### src/rtl/fetch_sequencer.sv
// fetch_sequencer: PC and instruction register ahead of decode.
// Drives the ROM address and hands fetched words over valid/ready.
module fetch_sequencer #(
    parameter int unsigned ADDR_W  = 4,
    parameter int unsigned DATA_W  = 16,
    parameter logic [3:0]  HALT_OP = 4'hF
) (
    input  logic              clk,
    input  logic              rst_n,
    output logic [ADDR_W-1:0] rom_addr,
    input  logic [DATA_W-1:0] rom_data,
    output logic [DATA_W-1:0] ir,
    output logic [ADDR_W-1:0] ir_pc,
    output logic              ir_valid,
    input  logic              ir_ready,
    input  logic              branch_en,
    input  logic [ADDR_W-1:0] branch_target,
    input  logic              restart,
    output logic              halted
);

    typedef enum logic {
        FETCH = 1'b0,
        HALT  = 1'b1
    } state_t;

    state_t            state, state_n;
    logic [ADDR_W-1:0] pc, pc_n;
    logic [DATA_W-1:0] ir_n;
    logic [ADDR_W-1:0] ir_pc_n;
    logic              ir_valid_n;
    logic              is_halt;
    logic              can_load;

    assign is_halt  = (rom_data[DATA_W-1 -: 4] == HALT_OP);
    assign can_load = !ir_valid || ir_ready;

    // State, PC and instruction register update.
    always_ff @(posedge clk or negedge rst_n) begin
        if (!rst_n) begin
            state    <= FETCH;
            pc       <= '0;
            ir       <= '0;
            ir_pc    <= '0;
            ir_valid <= 1'b0;
        end else begin
            state    <= state_n;
            pc       <= pc_n;
            ir       <= ir_n;
            ir_pc    <= ir_pc_n;
            ir_valid <= ir_valid_n;
        end
    end

    // Next state: restart beats branch, branch beats load/stall.
    always_comb begin
        state_n    = state;
        pc_n       = pc;
        ir_n       = ir;
        ir_pc_n    = ir_pc;
        ir_valid_n = ir_valid;
        if (restart) begin
            state_n    = FETCH;
            pc_n       = '0;
            ir_valid_n = 1'b0;
        end else begin
            unique case (state)
                FETCH: begin
                    if (branch_en) begin
                        pc_n       = branch_target;
                        ir_valid_n = 1'b0;
                    end else if (can_load) begin
                        ir_n       = rom_data;
                        ir_pc_n    = pc;
                        ir_valid_n = 1'b1;
                        if (is_halt) begin
                            state_n = HALT;
                        end else begin
                            pc_n = pc + ADDR_W'(1);
                        end
                    end
                end
                HALT: begin
                    if (ir_valid && ir_ready) begin
                        ir_valid_n = 1'b0;
                    end
                end
                default: begin
                    state_n = FETCH;
                end
            endcase
        end
    end

    assign rom_addr = pc;
    assign halted   = (state == HALT);

endmodule

### config.mk
export PLATFORM = sky130hd
export DESIGN_NAME = fetch_sequencer
export DESIGN_NICKNAME = d
export VERILOG_FILES = /design/src/rtl/fetch_sequencer.sv
export SDC_FILE = /design/constraint.sdc
export NUM_CORES = 1
export LEC_CHECK = 0
export ABC_CLOCK_PERIOD_IN_PS = 2800
export CAP_MARGIN = 20
export CORE_MARGIN = 2
export CORE_UTILIZATION = 44
export CTS_CLUSTER_SIZE = 10
export DETAILED_ROUTE_END_ITERATION = 8
export MAX_ROUTING_LAYER = met4
export PLACE_DENSITY = 0.81
export SYNTH_ARGS = -nofsm -noshare
export SYNTH_HDL_FRONTEND = slang
export SYNTH_SLANG_ARGS = --single-unit
export TNS_END_PERCENT = 30
### constraint.sdc
create_clock -name clk -period 2.8 [get_ports clk]
set_clock_uncertainty 0.1 [all_clocks]
set_input_delay 0.28 -clock clk [delete_from_list [all_inputs] [get_ports clk]]
set_output_delay 0.28 -clock clk [all_outputs]
set_load 0.01 [all_outputs]
* Word level (Yosys, flattened, before mapping)
Index checks and enable logic that the tools add are counted.
** Storage, ports and cells
- Register bits after elaboration :: 26
** Operators by class
- Add/sub/neg operators :: 1
- Bitwise operators :: 3
- Multiplexer cells :: 15
- Reductions and logical operators :: 7
- Eq/ne operators :: 5
** Operators with widths (number)
- 2-to-1 mux 4 bit :: 5
- 2-to-1 mux 1 bit :: 9
- adder 4 x 1 -> 4 bit, second input constant :: 1
- equality test 4 bit, second input constant :: 1
- != test 4 bit, second input constant :: 1
- AND reduction 4 bit :: 1
- != test 3 x 2 -> 1 bit, second input constant :: 1
- != test 3 bit, second input constant :: 1
- inverter 1 bit :: 3
- AND reduction 3 bit :: 1
- nonzero test 3 bit :: 1
- != test 2 bit, second input constant :: 1
- one-hot mux 1 bit (2 select lines) :: 1
- AND reduction 2 bit :: 1
- logical AND 1 bit :: 1
- logical NOT 1 bit :: 1
- logical OR 1 bit :: 1

* Longest topological paths before layout
- Depth in word-level cells :: 6
- Gate-level depth with buffers :: 5

* Worst setup path after synthesis
OpenSTA, ideal clock, no wires.
- Path kind :: reg2reg
- Start point :: reg ir_valid
- End point :: reg pc[0], in the netlist rom_addr[0]
- Path slack :: 1.177 ns
- Data arrival time :: 1.441 ns
- Stages on the path, launching flop included :: 6
- Path buffers :: 1
- Setup time :: 0.082 ns
- Cells stage by stage :: dfrtp_1 > nor2b_1 > or2_0 > clkbuf_2 > or4_1 > a31oi_1
** On the way
- Longest elaborated chain between the ends :: 4
** Ends and longest elaborated chain
- from (decl) :: line 14 : output logic ir_valid,
- from (signal assigned) :: line 51 : ir_valid <= ir_valid_n;
- logical NOT 1 bit :: line 36 : assign can_load = !ir_valid || ir_ready;
- logical OR 1 bit :: line 36
- nonzero test 3 bit (no source line)
- AND reduction 3 bit (no source line)
- to (signal assigned) :: line 48 : pc <= pc_n;
- to (decl) :: line 28 : logic [ADDR_W-1:0] pc, pc_n;
Every way passes these cells.
A chain may end at the register's enable or synchronous reset.

* Worst setup path after layout
- Start point :: reg state, in the netlist halted
- End point :: out halted
** RTL lines
- from (decl) :: line 27 : state_t state, state_n;
- from (signal assigned) :: line 47 : state <= state_n;
- to (decl) :: line 19 : output logic halted
No word-level cell between the ends.

==> insert_results.sql <==
INSERT INTO impl_metrics (metric_group, metric, value, unit) VALUES
('synthesis', 'synthesis.area', '1150', 'um^2'),
('power', 'power_per_cell_area', '546', 'nW/um^2'),
('die', 'die-height', '55.2', 'um'),
('sta', 'worstMarginPinSlew', '0.444', 'ns'),
('setup_path', 'crit_path_start', 'halted', ''),
('die', 'die_width', '55.2', 'um'),
('die', 'dieArea', '3050', 'um^2'),
('die', 'pin_count', '51', ''),
('synthesis', 'synth_fp_nets', '120', ''),
('synthesis', 'yosysUniqueCellTypes', '26', ''),
('setup_path', 'startpoint_type', 'flip-flop', ''),
('sta', 'ratio_of_final_minimum_period_to_clock_period', '69.8', '%'),
('sta', 'final.setup.tns', '0', 'ns'),
('setup_path', 'critPathSlowestCell', 'sky130_fd_sc_hd__clkdlybuf4s50_1', ''),
('grt', 'global_route.overflow_total', '0', ''),
('sta', 'grt_setup_unrepaired', 'false', ''),
('placed_design', 'port_buffers', '50', ''),
('synthesis', 'postSynthRegisterBits', '26', ''),
('die', 'fp.coreArea', '2480', 'um^2'),
('synthesis', 'asyncSetResetFlopFracSynth', '100', '%'),
('clock_tree', 'cts.root.buffer_cell', 'sky130_fd_sc_hd__clkbuf_4', ''),
('clock_tree', 'ctsResizeCount', '0', ''),
('setup_path', 'worst_path_largest_cell_delay', '0.63', 'ns'),
('synthesis', 'synth_top_cell_area_share', '56.4', '%'),
('clock_tree', 'cts_hold_repair.buffers', '0', ''),
('synthesis', 'syn-instance-count', '94', ''),
('synthesis', 'synth_top_area_cell', 'sky130_fd_sc_hd__dfrtp_1', ''),
('synthesis', 'synth_ff_type', 'sky130_fd_sc_hd__dfrtp_1', ''),
('sta', 'final-setup-viol-count', '0', ''),
('clock_tree', 'cts.htree.levels', '1', ''),
('synthesis', 'synth-edff-count', '0', ''),
('placed_design', 'detailedPlacementHpwl', '2000', 'um'),
('grt', 'grt_max_degree', '27', ''),
('placed_design', 'gpl.final_weighted_congestion', '0.864', ''),
('drt', 'route.final.wire_length', '2640', 'um'),
('job', 'cap_viol_max_count', '0', ''),
('sta', 'max_clk_rate', '512', 'MHz'),
('drt', 'via_count', '937', ''),
('setup_path', 'critPathTopFamily', 'buffers and inverters', ''),
('clock_tree', 'clock_sinks', '26', ''),
('sta', 'finalMaxSlewViolations', '0', ''),
('final_layout', 'layout-area-overhead-vs-synth', '49.9', '%'),
('setup_path', 'cp.buffers_inverters', '1', ''),
('sta', 'fin_crit', '1.95', 'ns'),
('grt', 'grt_pass1_vias', '997', ''),
('drt', 'detailed_router_iteration_count_before_antenna_repair', '4', ''),
('clock_tree', 'cts_tree', 'built', ''),
('die', 'rows', '18', ''),
('sta', 'final-hold-violation-count', '0', ''),
('grt', 'antenna_found_initial', '0', ''),
('outcome', 'outcome', 'complete, no violations', ''),
('power', 'p_leak', '0.732', 'nW'),
('min_path', 'min_path_type', 'in -> async', ''),
('synthesis', 'synth-seq-area-share', '56.4', '%'),
('synthesis', 'yosys_warnings', '0', ''),
('grt', 'global_route_wire_length_before_repair', '4600', 'um'),
('drt', 'via_cell_ratio', '5.35', ''),
('power', 'vdd_ir_drop_max', '0.431', 'mV'),
('drt', 'antenna_left', '0', ''),
('setup_path', 'setup.reg_to_reg.worst_slack', '1.08', 'ns'),
('clock_tree', 'cts-buffers-inserted', '3', ''),
('drt', 'initialDrtViolationCount', '12', ''),
('setup_path', 'critPathArrivalTime', '1.57', 'ns'),
('final_layout', 'layout.nets', '172', ''),
('drt', 'wl_per_cell', '15.1', 'um'),
('sta', 'final.hold.worst_slack', '0.201', 'ns'),
('sta', 'maxSlewHeadroom', '70.4', '%'),
('drt', 'drc', '0', ''),
('final_layout', 'share_of_cells_above_drive_strength_1', '20.7', '%'),
('final_layout', 'ant_diodes', '0', ''),
('clock_tree', 'clkSlewWorstSetupHoldPaths', '0.15', 'ns');
[registers in the layout, indices dropped and copies added, names as in the netlist]
register,cells
halted,1
ir_valid,1
rom_addr,4
ir,16
ir_pc,4
[placed cells by master (no fill, tap or decap), drive strengths merged]
cell type and n:
buf 3, and4 1, nand3 2, nor2 8, clkdlybuf4s50 50, o21bai 1
nor4 2, o221a 1, inv 3, or2 1, nor3 2, ha 1
or4 1, a31oi 1, and3 1, clkbuf 4, a211o 1, nor2b 3
dfrtp 26, o31ai 2, a22oi 2, o21ai 2, nand3b 1, mux2 20
a211oi 1, a21oi 5
[path summary, 6_finish.rpt]
| check | end | cells after the start |
|---|---|---|
| max | halted | 1 |
| min | ir[15] | 2 |
| max reg2reg | rom_addr[0] | 4 |
| min reg2reg | ir[13] | 1 |
| max in group asynchronous | rom_addr[2] | 2 |
| min in group clk | ir[13] | 1 |
[layout make-up]
type                    count  area, um^2
clock buffers               4        36.3
fillers                   193         748
inverters                   3        11.3
multi-input cells          59         470
flip-flops and latches     26         651
well taps                  30        37.5
repair buffers             53         523
[where the power goes]
| group | total [mW] | switching [mW] | internal (mW) | leakage [nW] |
|---|---|---|---|---|
| logic | 0.283 | 0.101 | 0.182 | 0.393 |
| registers | 0.469 | 0.0370 | 0.432 | 0.319 |
| clock network | 0.192 | 0.113 | 0.0795 | 0.0210 |
[routing by layer]
metal	GRT usage [%]	share of wire (%)	vias to the layer above
li1	-	-	440
met1	23.7	43	460
met2	31.6	51	33
met3	4.45	5.0	4
met4	4.53	1.2	0
met5	-	0	-
[per-stage QoR]
| step | power [mW] | area, um^2 | std cells | setup WS [ns] | util, % |
|---|---|---|---|---|---|
| 2_1_floorplan | 0.581 | 1150 | 94 | 1.18 | - |
| 3_3_place_gp | 0.752 | 1690 | 171 | 0.769 | 68.3 |
| 3_5_place_dp | 0.762 | 1690 | 171 | 0.719 | 68.3 |
| 4_1_cts | 0.952 | 1730 | 175 | 0.847 | 69.8 |
| 5_1_grt | 0.996 | 1730 | 175 | 0.736 | 69.8 |
| 6_report | 0.944 | 1730 | 175 | 0.846 | 69.8 |
[kinds of logic (layout without fill, tap and decap cells)]
logic type,count (synthesis),in the layout,share of synthesized area [%]
simple gates,22,22,10.4
flops,26,26,56.4
compound gates,16,16,9.22
buf+inv,9,60,3.36
fa+ha+maj,1,1,1.08
mux,20,20,19.5
Power figures use the tool's default switching activity.
